**config.mk**
```make
export PLATFORM = sky130hd
export DESIGN_NAME = cpu_instruction_cache_lf
export DESIGN_NICKNAME = d
export VERILOG_FILES = /design/src/rtl/cpu_instruction_cache_lf.sv
export SDC_FILE = /design/constraint.sdc
export NUM_CORES = 2
export LEC_CHECK = 0
export ABC_CLOCK_PERIOD_IN_PS = 4250
export CORE_MARGIN = 1
export CORE_UTILIZATION = 48
export DETAILED_ROUTE_END_ITERATION = 8
export PLACE_DENSITY = 0.67
export SLEW_MARGIN = 20
export SYNTH_ARGS = -nofsm -noshare
export SYNTH_HDL_FRONTEND = slang
export SYNTH_SLANG_ARGS = --single-unit
export TNS_END_PERCENT = 10
```
**constraint.sdc**
```tcl
create_clock -name CLK -period 4.25 [get_ports CLK]
set_clock_uncertainty 0.05 [all_clocks]
set_input_delay 0.6375 -clock CLK [delete_from_list [all_inputs] [get_ports CLK]]
set_output_delay 0.6375 -clock CLK [all_outputs]
set_load 0.005 [all_outputs]
```
**src/rtl/cpu_instruction_cache_lf.sv**
```systemverilog
// cpu_instruction_cache_lf
//   Direct-mapped instruction cache with multi-word lines. A miss fills the
//   whole line starting at the missed (critical) word and wrapping inside
//   the line; returned words become usable one by one as they arrive.
//   A flush pulse invalidates every line, deferred until any fill is done.
//
//   Optional build macro: ICACHE_PERF_COUNTERS_EN adds perf_hits/perf_misses.
//
// Ports
//   CLK, RSTb                 clock, async active-low reset
//   cache_request_address     fetch address, registered every cycle
//   address_data, cache_miss  lookup result for the registered address
//   flush, flush_busy         invalidate-all request / pending indication
//   memory_address, memory_rd_req, will_queue   fill request handshake
//   memory_success, memory_requested_address, memory_data   fill returns
//   perf_hits, perf_misses    (macro only) saturating event counters
module cpu_instruction_cache_lf #(
  parameter int ADDR_BITS  = 15,
  parameter int DATA_BITS  = 16,
  parameter int INDEX_BITS = 4,
  parameter int WORD_BITS  = 3
) (
  input  logic                 CLK,
  input  logic                 RSTb,
  input  logic [ADDR_BITS-1:0] cache_request_address,
  output logic [DATA_BITS-1:0] address_data,
  output logic                 cache_miss,
  input  logic                 flush,
  output logic                 flush_busy,
  output logic [ADDR_BITS-1:0] memory_address,
  output logic                 memory_rd_req,
  input  logic                 will_queue,
  input  logic                 memory_success,
  input  logic [ADDR_BITS-1:0] memory_requested_address,
  input  logic [DATA_BITS-1:0] memory_data
`ifdef ICACHE_PERF_COUNTERS_EN
  ,
  output logic [31:0]          perf_hits,
  output logic [31:0]          perf_misses
`endif
);
  localparam int TAG_BITS  = ADDR_BITS - INDEX_BITS - WORD_BITS;
  localparam int LINE_BITS = ADDR_BITS - WORD_BITS;
  localparam int LINES     = 1 << INDEX_BITS;
  localparam int WORDS     = 1 << WORD_BITS;

  typedef enum logic [1:0] {IDLE, FILL_ISSUE, FILL_WAIT, FLUSH} state_t;

  state_t                 state, state_n;
  logic [ADDR_BITS-1:0]   address_x;
  logic [LINES-1:0]       valid;
  logic [TAG_BITS-1:0]    tag_ram  [LINES];
  logic [DATA_BITS-1:0]   data_ram [LINES*WORDS];
  logic [LINE_BITS-1:0]   fill_line;
  logic [WORD_BITS-1:0]   start_word;
  logic [WORD_BITS-1:0]   issue_cnt;
  logic [WORDS-1:0]       fill_mask;

  // registered address fields
  logic [TAG_BITS-1:0]    x_tag;
  logic [INDEX_BITS-1:0]  x_idx;
  logic [WORD_BITS-1:0]   x_word;
  logic [LINE_BITS-1:0]   x_line;
  logic [INDEX_BITS-1:0]  fill_idx;
  logic [WORD_BITS-1:0]   ret_word;

  assign x_tag    = address_x[ADDR_BITS-1 -: TAG_BITS];
  assign x_idx    = address_x[WORD_BITS +: INDEX_BITS];
  assign x_word   = address_x[WORD_BITS-1:0];
  assign x_line   = address_x[ADDR_BITS-1:WORD_BITS];
  assign fill_idx = fill_line[INDEX_BITS-1:0];
  assign ret_word = memory_requested_address[WORD_BITS-1:0];

  // A word of the line being filled is usable as soon as its own return
  // has landed, before the whole line is marked valid.
  logic hit_tag, hit_fill, ret_ok, start_fill, fill_done, do_flush, issue_adv;
  logic [WORDS-1:0] ret_bit, mask_next;

  assign hit_tag      = valid[x_idx] && (tag_ram[x_idx] == x_tag);
  assign hit_fill     = (state != IDLE) && (fill_line == x_line) && fill_mask[x_word];
  assign cache_miss   = !(hit_tag || hit_fill);
  assign address_data = data_ram[address_x[INDEX_BITS+WORD_BITS-1:0]];

  // Only returns belonging to the active fill line are accepted; strays and
  // anything arriving while IDLE (e.g. after a reset mid-fill) are dropped.
  assign ret_ok = ((state == FILL_ISSUE) || (state == FILL_WAIT)) && memory_success &&
                  (memory_requested_address[ADDR_BITS-1:WORD_BITS] == fill_line);

  always_comb begin
    ret_bit           = '0;
    ret_bit[ret_word] = ret_ok;
  end
  assign mask_next = fill_mask | ret_bit;

  // Critical word first: offset wraps modulo the line size.
  assign memory_address = {fill_line, start_word + issue_cnt};
  assign issue_adv      = (state == FILL_ISSUE) && will_queue;

  always_comb begin
    state_n       = state;
    start_fill    = 1'b0;
    fill_done     = 1'b0;
    do_flush      = 1'b0;
    memory_rd_req = 1'b0;
    case (state)
      IDLE: begin
        if (flush_busy) begin
          state_n = FLUSH;
        end else if (cache_miss) begin
          start_fill = 1'b1;
          state_n    = FILL_ISSUE;
        end
      end
      FILL_ISSUE: begin
        memory_rd_req = 1'b1;
        if (will_queue && (&issue_cnt)) state_n = FILL_WAIT;
      end
      FILL_WAIT: begin
        // completion may coincide with the last return
        if (&mask_next) begin
          fill_done = 1'b1;
          state_n   = IDLE;
        end
      end
      FLUSH: begin
        do_flush = 1'b1;
        state_n  = IDLE;
      end
    endcase
  end

  always_ff @(posedge CLK or negedge RSTb) begin
    if (!RSTb) begin
      state      <= IDLE;
      address_x  <= '0;
      valid      <= '0;
      fill_mask  <= '0;
      flush_busy <= 1'b0;
      issue_cnt  <= '0;
      fill_line  <= '0;
      start_word <= '0;
    end else begin
      state     <= state_n;
      address_x <= cache_request_address;
      // a new pulse wins over the clear so it is never lost
      if (flush)         flush_busy <= 1'b1;
      else if (do_flush) flush_busy <= 1'b0;
      if (start_fill) begin
        fill_line  <= x_line;
        start_word <= x_word;
        issue_cnt  <= '0;
        fill_mask  <= '0;
      end else begin
        if (issue_adv) issue_cnt <= issue_cnt + WORD_BITS'(1);
        if (ret_ok)    fill_mask <= mask_next;
      end
      if (do_flush) begin
        valid <= '0;
      end else begin
        if (start_fill) valid[x_idx]    <= 1'b0;
        if (fill_done)  valid[fill_idx] <= 1'b1;
      end
    end
  end

  // Tag/data storage carries no reset; the valid bits qualify it.
  always_ff @(posedge CLK) begin
    if (start_fill) tag_ram[x_idx] <= x_tag;
    if (ret_ok)     data_ram[memory_requested_address[INDEX_BITS+WORD_BITS-1:0]] <= memory_data;
  end

`ifdef ICACHE_PERF_COUNTERS_EN
  logic [ADDR_BITS-1:0] address_prev;

  always_ff @(posedge CLK or negedge RSTb) begin
    if (!RSTb) begin
      address_prev <= '0;
      perf_hits    <= '0;
      perf_misses  <= '0;
    end else begin
      address_prev <= address_x;
      if (flush) begin
        perf_hits   <= '0;
        perf_misses <= '0;
      end else begin
        if ((address_x != address_prev) && !cache_miss && (perf_hits != '1))
          perf_hits <= perf_hits + 32'd1;
        if (start_fill && (perf_misses != '1))
          perf_misses <= perf_misses + 32'd1;
      end
    end
  end
`endif

endmodule

```
Word-level counts from Yosys, hierarchy flattened
Memories as Yosys holds them, arrays and structs flattened.
Cells that the tools add are included.
{ "totals": {"register_bits": 60, "ramBits": 2176, "n_memories": 2, "output_inout_bits": 34, "in_bits": 51} }
{ "op_classes": {"mux": 36, "eq_ne": 9, "n_reduce_logical": 21, "n_bitwise": 5, "order_cmp": 7, "addsub": 2} }
{ "mem_list": {"columns": ["memory", "words", "width", "read_ports", "rd_ports_with_merged_regs", "wr", "line_no", "text"], "rows": [
  ["data_ram", 128, 16, 1, 0, 1, "53", "logic [DATA_BITS-1:0] data_ram [LINES*WORDS];"],
  ["tag_ram", 16, 8, 1, 0, 1, "52", "logic [TAG_BITS-1:0] tag_ram [LINES];"]
]} }
{ "ops": {"columns": ["operator", "n"], "rows": [
  ["$mux 16", 4],
  ["$eq 12x12->1", 2],
  ["$mux 1", 18],
  ["$and 16x16->16", 1],
  ["$mux 8", 2],
  ["$not 16->16", 1],
  ["$or 16x16->16", 1],
  ["$logic_and 1x1->1", 10],
  ["$lt 4x5->1 const B", 2],
  ["$and 8x8->8", 1],
  ["$demux 1 s4", 2],
  ["$eq 8x8->1", 1],
  ["$ge 4x1->1 const B", 2],
  ["$lt 3x4->1 const B", 2],
  ["$mux 2", 4],
  ["$or 8x8->8", 1],
  ["$pmux 2 s4", 1],
  ["$reduce_and 8->1", 1],
  ["$reduce_bool 2->1", 4],
  ["$mux 3", 2],
  ["$reduce_and 3->1", 2],
  ["$bmux 1 s4", 1],
  ["$eq 2x2->1 const B", 2],
  ["$ne 2x1->1 const B", 2],
  ["10 further kinds", 11]
]} }

Depth between registers and ports, before layout
{ "depth": {"ltp_word": 12, "depth_mapped": 13, "depth_no_buf": 10} }

Worst setup path before layout
Ideal clock, no wire load.
{ "synth_path": {"kind": "reg-to-output", "startpoint": "register address_x[0]", "endpoint": "output port address_data[5]", "stages_incl_launch_ff": 8, "n_path_buf": 2, "setup_slack_ns": 0.915, "arrival_time_ns": 2.648, "path_cell_list": "dfrtp_1 -> buf_2 -> buf_1 -> mux4_2 -> mux4_2 -> mux4_2 -> nand2_1 -> nand2_1"} }
{ "synth_between": {"elab_chain_cells": 1} }
{ "synth_rtl": {"columns": ["element", "line_no", "text"], "rows": [
  ["from (decl)", "50", "logic [ADDR_BITS-1:0] address_x;"],
  ["from (signal assigned)", "144", "address_x <= cache_request_address;"],
  ["$mem_v2 128x16", null, null],
  ["to (decl)", "26", "output logic [DATA_BITS-1:0] address_data,"]
]} }
No other way between the ends.

Worst setup path in the final report
{ "layout_path": {"startpoint": "register address_x[0]", "endpoint": "output port address_data[15]"} }
Same word-level chain as after synthesis.

==> flow_summary.json <==
{
  "layout.nets": 4431,
  "synthesis.area_mm2": 0.0870,
  "clk_latency_ps": 840,
  "synth_common_cells": "2176 x edfxtp_1, 625 x mux4_2, 187 x nor2_1",
  "netlist.area_leader.share_pct": 75.1,
  "synth_top_flop_cell": "edfxtp_1",
  "yosysSeqAreaShare_pct": 76.9,
  "ys_types": 72,
  "clock.fmax_ghz": 0.215,
  "clockPowerShare_pct": 40.2,
  "critPathCaptureType": "output port",
  "synth_compound_area_share_pct": 1.43,
  "power.share.combinational_pct": 6.0,
  "cts.sinks": 2236,
  "grt_antenna_before_repair": 5,
  "cts_inserted_buffers": 214,
  "powerDensity_mw_per_mm2": 440,
  "ir_drop_v": 0.000404,
  "rr_startpoint": "address_x[3]$_DFF_PN0_",
  "async_flop_share_pct": 2.68,
  "placed_cell_area_mm2": 0.0936,
  "dr.pass1.iters": 6,
  "worst_path_most_repeated_cell": "buf_4",
  "power.net_switching_mw": 9.61,
  "tightest_slew_ps": 1120,
  "maxCapViolations": 0,
  "synth_top_family_by_area": "multiplexers",
  "period_needed_ps": 4660,
  "power_frac_seq_pct": 53.9,
  "synth_warnings": 0,
  "synth_seq_cells": 2236,
  "fp.dieH_um": 428,
  "post-dp-hpwl_um": 128000,
  "min_from": "cache_request_address[0]",
  "drive_gt1_share_pct": 35.1,
  "reg2reg_setup_slack_ps": 310,
  "grt_max_degree": 111,
  "io_buffers": 84,
  "hold_depth": 1,
  "cp-start-kind": "flip-flop",
  "r2r-end": "tag_ram[6][4]$_DFFE_PP_",
  "tritoncts": "built",
  "critPathBufInv": 7,
  "setup_ws_ps": -406,
  "drv_slew": 0,
  "worst_ep_arrival_time_ps": 3970,
  "synth-simple-area-share_pct": 1.64,
  "timing.hold.ws_ps": 184,
  "crit_start": "address_x[0]$_DFF_PN0_",
  "max-slew-margin-rel_pct": 25.6,
  "critical_path.cell_chain": "buf_12 -> buf_16 -> buf_12 -> buf_4 -> buf_4 -> mux4_2 -> mux4_2 -> mux2i_1 -> nor2_1 -> a21oi_2 -> buf_4 -> o21ai_4 -> buf_2",
  "finalSetupTns_ps": -5250,
  "r2r_cells": 10,
  "yosysTopAreaCell": "edfxtp_1",
  "synth_edf_count": 2176,
  "setup_viol": 17,
  "synth_area_leaders": "edfxtp_1 75%, mux4_2 16%, mux2i_1 1.8%",
  "synth_adder_area_share_pct": 0.124,
  "drt_iter0_markers": 4821,
  "p_leak_nw": 33.0,
  "drc_errors": 0,
  "core_area_mm2": 0.179,
  "syn_avg_cell_area_um2": 23.0,
  "hold_violations": 0,
  "synthMuxAreaShare_pct": 18.3,
  "cpPeakStageDelay_ps": 570,
  "dieArea_mm2": 0.183,
  "cts-htree-levels": 4,
  "synthCells": 3788,
  "worstPathRequired_ps": 3560,
  "crit_type": "reg2out",
  "violations": "negative setup slack",
  "cpLargestDelayFamily": "multiplexers",
  "holdPathEnd": "address_x[0]$_DFF_PN0_",
  "yosysMostFrequentCell": "edfxtp_1",
  "fin_area_mm2": 0.102,
  "switching_share_pct": 21.4,
  "post-place-ws_ps": -450,
  "grt_pass1_wl_um": 309000,
  "hp-class": "in2reg",
  "ios": 85,
  "clkTransAtPathRegs_ps": 60,
  "crit_slowest_cell": "mux4_2",
  "clockRootBuffer": "clkbuf_16",
  "ant_nets": 0,
  "row_count": 155,
  "synthesis.nets": 3847,
  "area_delta_synth_final_pct": 17.5,
  "wirelength_um": 215000,
  "run_status": "finished, violations left",
  "post_drt_wl_per_cell_um": 31.1,
  "internal_power_mw": 35.3,
  "die_w_um": 428,
  "cp_max_fo": 8,
  "cts_buffer_depth": 3,
  "overflow": 0,
  "rsz0062_at_grt": "yes",
  "gp_congestion": 0.842,
  "grt_pass1_vias": 42559,
  "via_count": 42281,
  "grt_use_total_pct": 23.8,
  "period_share_pct": 110,
  "start_util_pct": 48.5,
  "synth_xor_xnor_area_share_pct": 0.342,
  "viasPerCell": 6.12
}
## cell usage in the layout, fill, tap and decap left out, types with 26 or more instances in the layout
cell / count
buf_12: 70
buf_16: 27
buf_4: 374
buf_6: 28
clkbuf_1: 54
clkbuf_16: 220
clkdlybuf4s50_1: 51
clkinv_1: 56
clkinv_2: 42
dfrtp_1: 54
edfxtp_1: 2176
mux2i_1: 125
mux4_2: 625
nand2_1: 34
nor2_1: 160
nor2_2: 26
o22ai_1: 46
## what timing repair did
| item | 4_1_cts | 5_1_grt |
|---|---|---|
| hold endpoints to repair | 16 | 0 |
| cloned | 18 | 2 |
| pin swaps | 26 | 13 |
| endpoints found under the setup margin | 17 | 17 |
| buffers inserted | 63 | 15 |
| resized for setup | 243 | 34 |
| hold buffers | 1 | 0 |
## final cells by class
cell class | instances | area (um^2)
Fill cell | 12818 | 77000
Antenna cell | 4 | 10.0
Clock inverter | 123 | 930
Multi-Input combinational cell | 1331 | 19600
Timing Repair Buffer | 574 | 6110
Tap cell | 2355 | 2950
Sequential cell | 2236 | 66900
Clock buffer | 273 | 5670
Inverter | 15 | 56.3
## worst reg2reg max path: stages, from the launching register on
cell and delay (ps):
dfrtp_4 570, buf_16 270, mux4_1 620, nor2_1 150, a221oi_2 60, xnor2_1 270
o41ai_4 150, buf_4 180, nand3_2 110, nand2_1 240, nor2_1 890
## worst max path at each step
stage	endpoint	slack (ps)	depth (start not counted)
2_1_floorplan	address_data[5]	910	7
3_3_place_gp	address_data[4]	-480	10
3_5_place_dp	address_data[4]	-450	10
4_1_cts	address_data[8]	-500	11
5_1_grt	address_data[15]	-450	13
6_report	address_data[15]	-410	13
## logic make-up (layout without fill, tap and decap cells)
logic type | Yosys count | in the layout
flops | 2236 | 2236
compound gates | 173 | 173
fa+ha+maj | 8 | 8
mux | 801 | 801
xor+xnor | 34 | 34
other cells | 0 | 4
simple gates | 315 | 315
buf+inv | 221 | 985
## layer usage
layer | up-vias | track usage [%] | share of wire (%)
li1 | 17291 | - | -
met1 | 22686 | 32.7 | 39
met2 | 1920 | 38.3 | 49
met3 | 384 | 4.38 | 8.1
met4 | 0 | 9.09 | 3.9
met5 | - | 0 | 0
## registers in the layout, summed over array words and instances (netlist names)
name,cells
start_word,3
fill_mask,8
valid,16
address_x,15
issue_cnt,3
data_ram,2048
state,2
flush_busy,1
tag_ram,128
fill_line,12
## power groups by stage
stage / clock network, mW / registers (mW) / logic (mW)
final: 18.0 / 24.2 / 2.68
after global routing: 19.1 / 24.2 / 2.79
after detailed placement: 0 / 24.7 / 2.42
after global placement: 0 / 24.7 / 2.39
after CTS: 18.3 / 24.2 / 2.67
after floorplan: 0 / 24.7 / 1.17
## stage by stage
| stage | power, mW | instances | utilization, % |
|---|---|---|---|
| final | 44.9 | 6911 | 57.0 |
| after global routing | 46.1 | 6908 | 57.0 |
| after CTS | 45.2 | 6894 | 56.9 |
| after detailed placement | 27.1 | 6424 | 52.2 |
| after global placement | 27.1 | 6424 | 52.2 |
| after floorplan | 25.8 | 3788 | - |
Power figures use the tool's default switching activity.
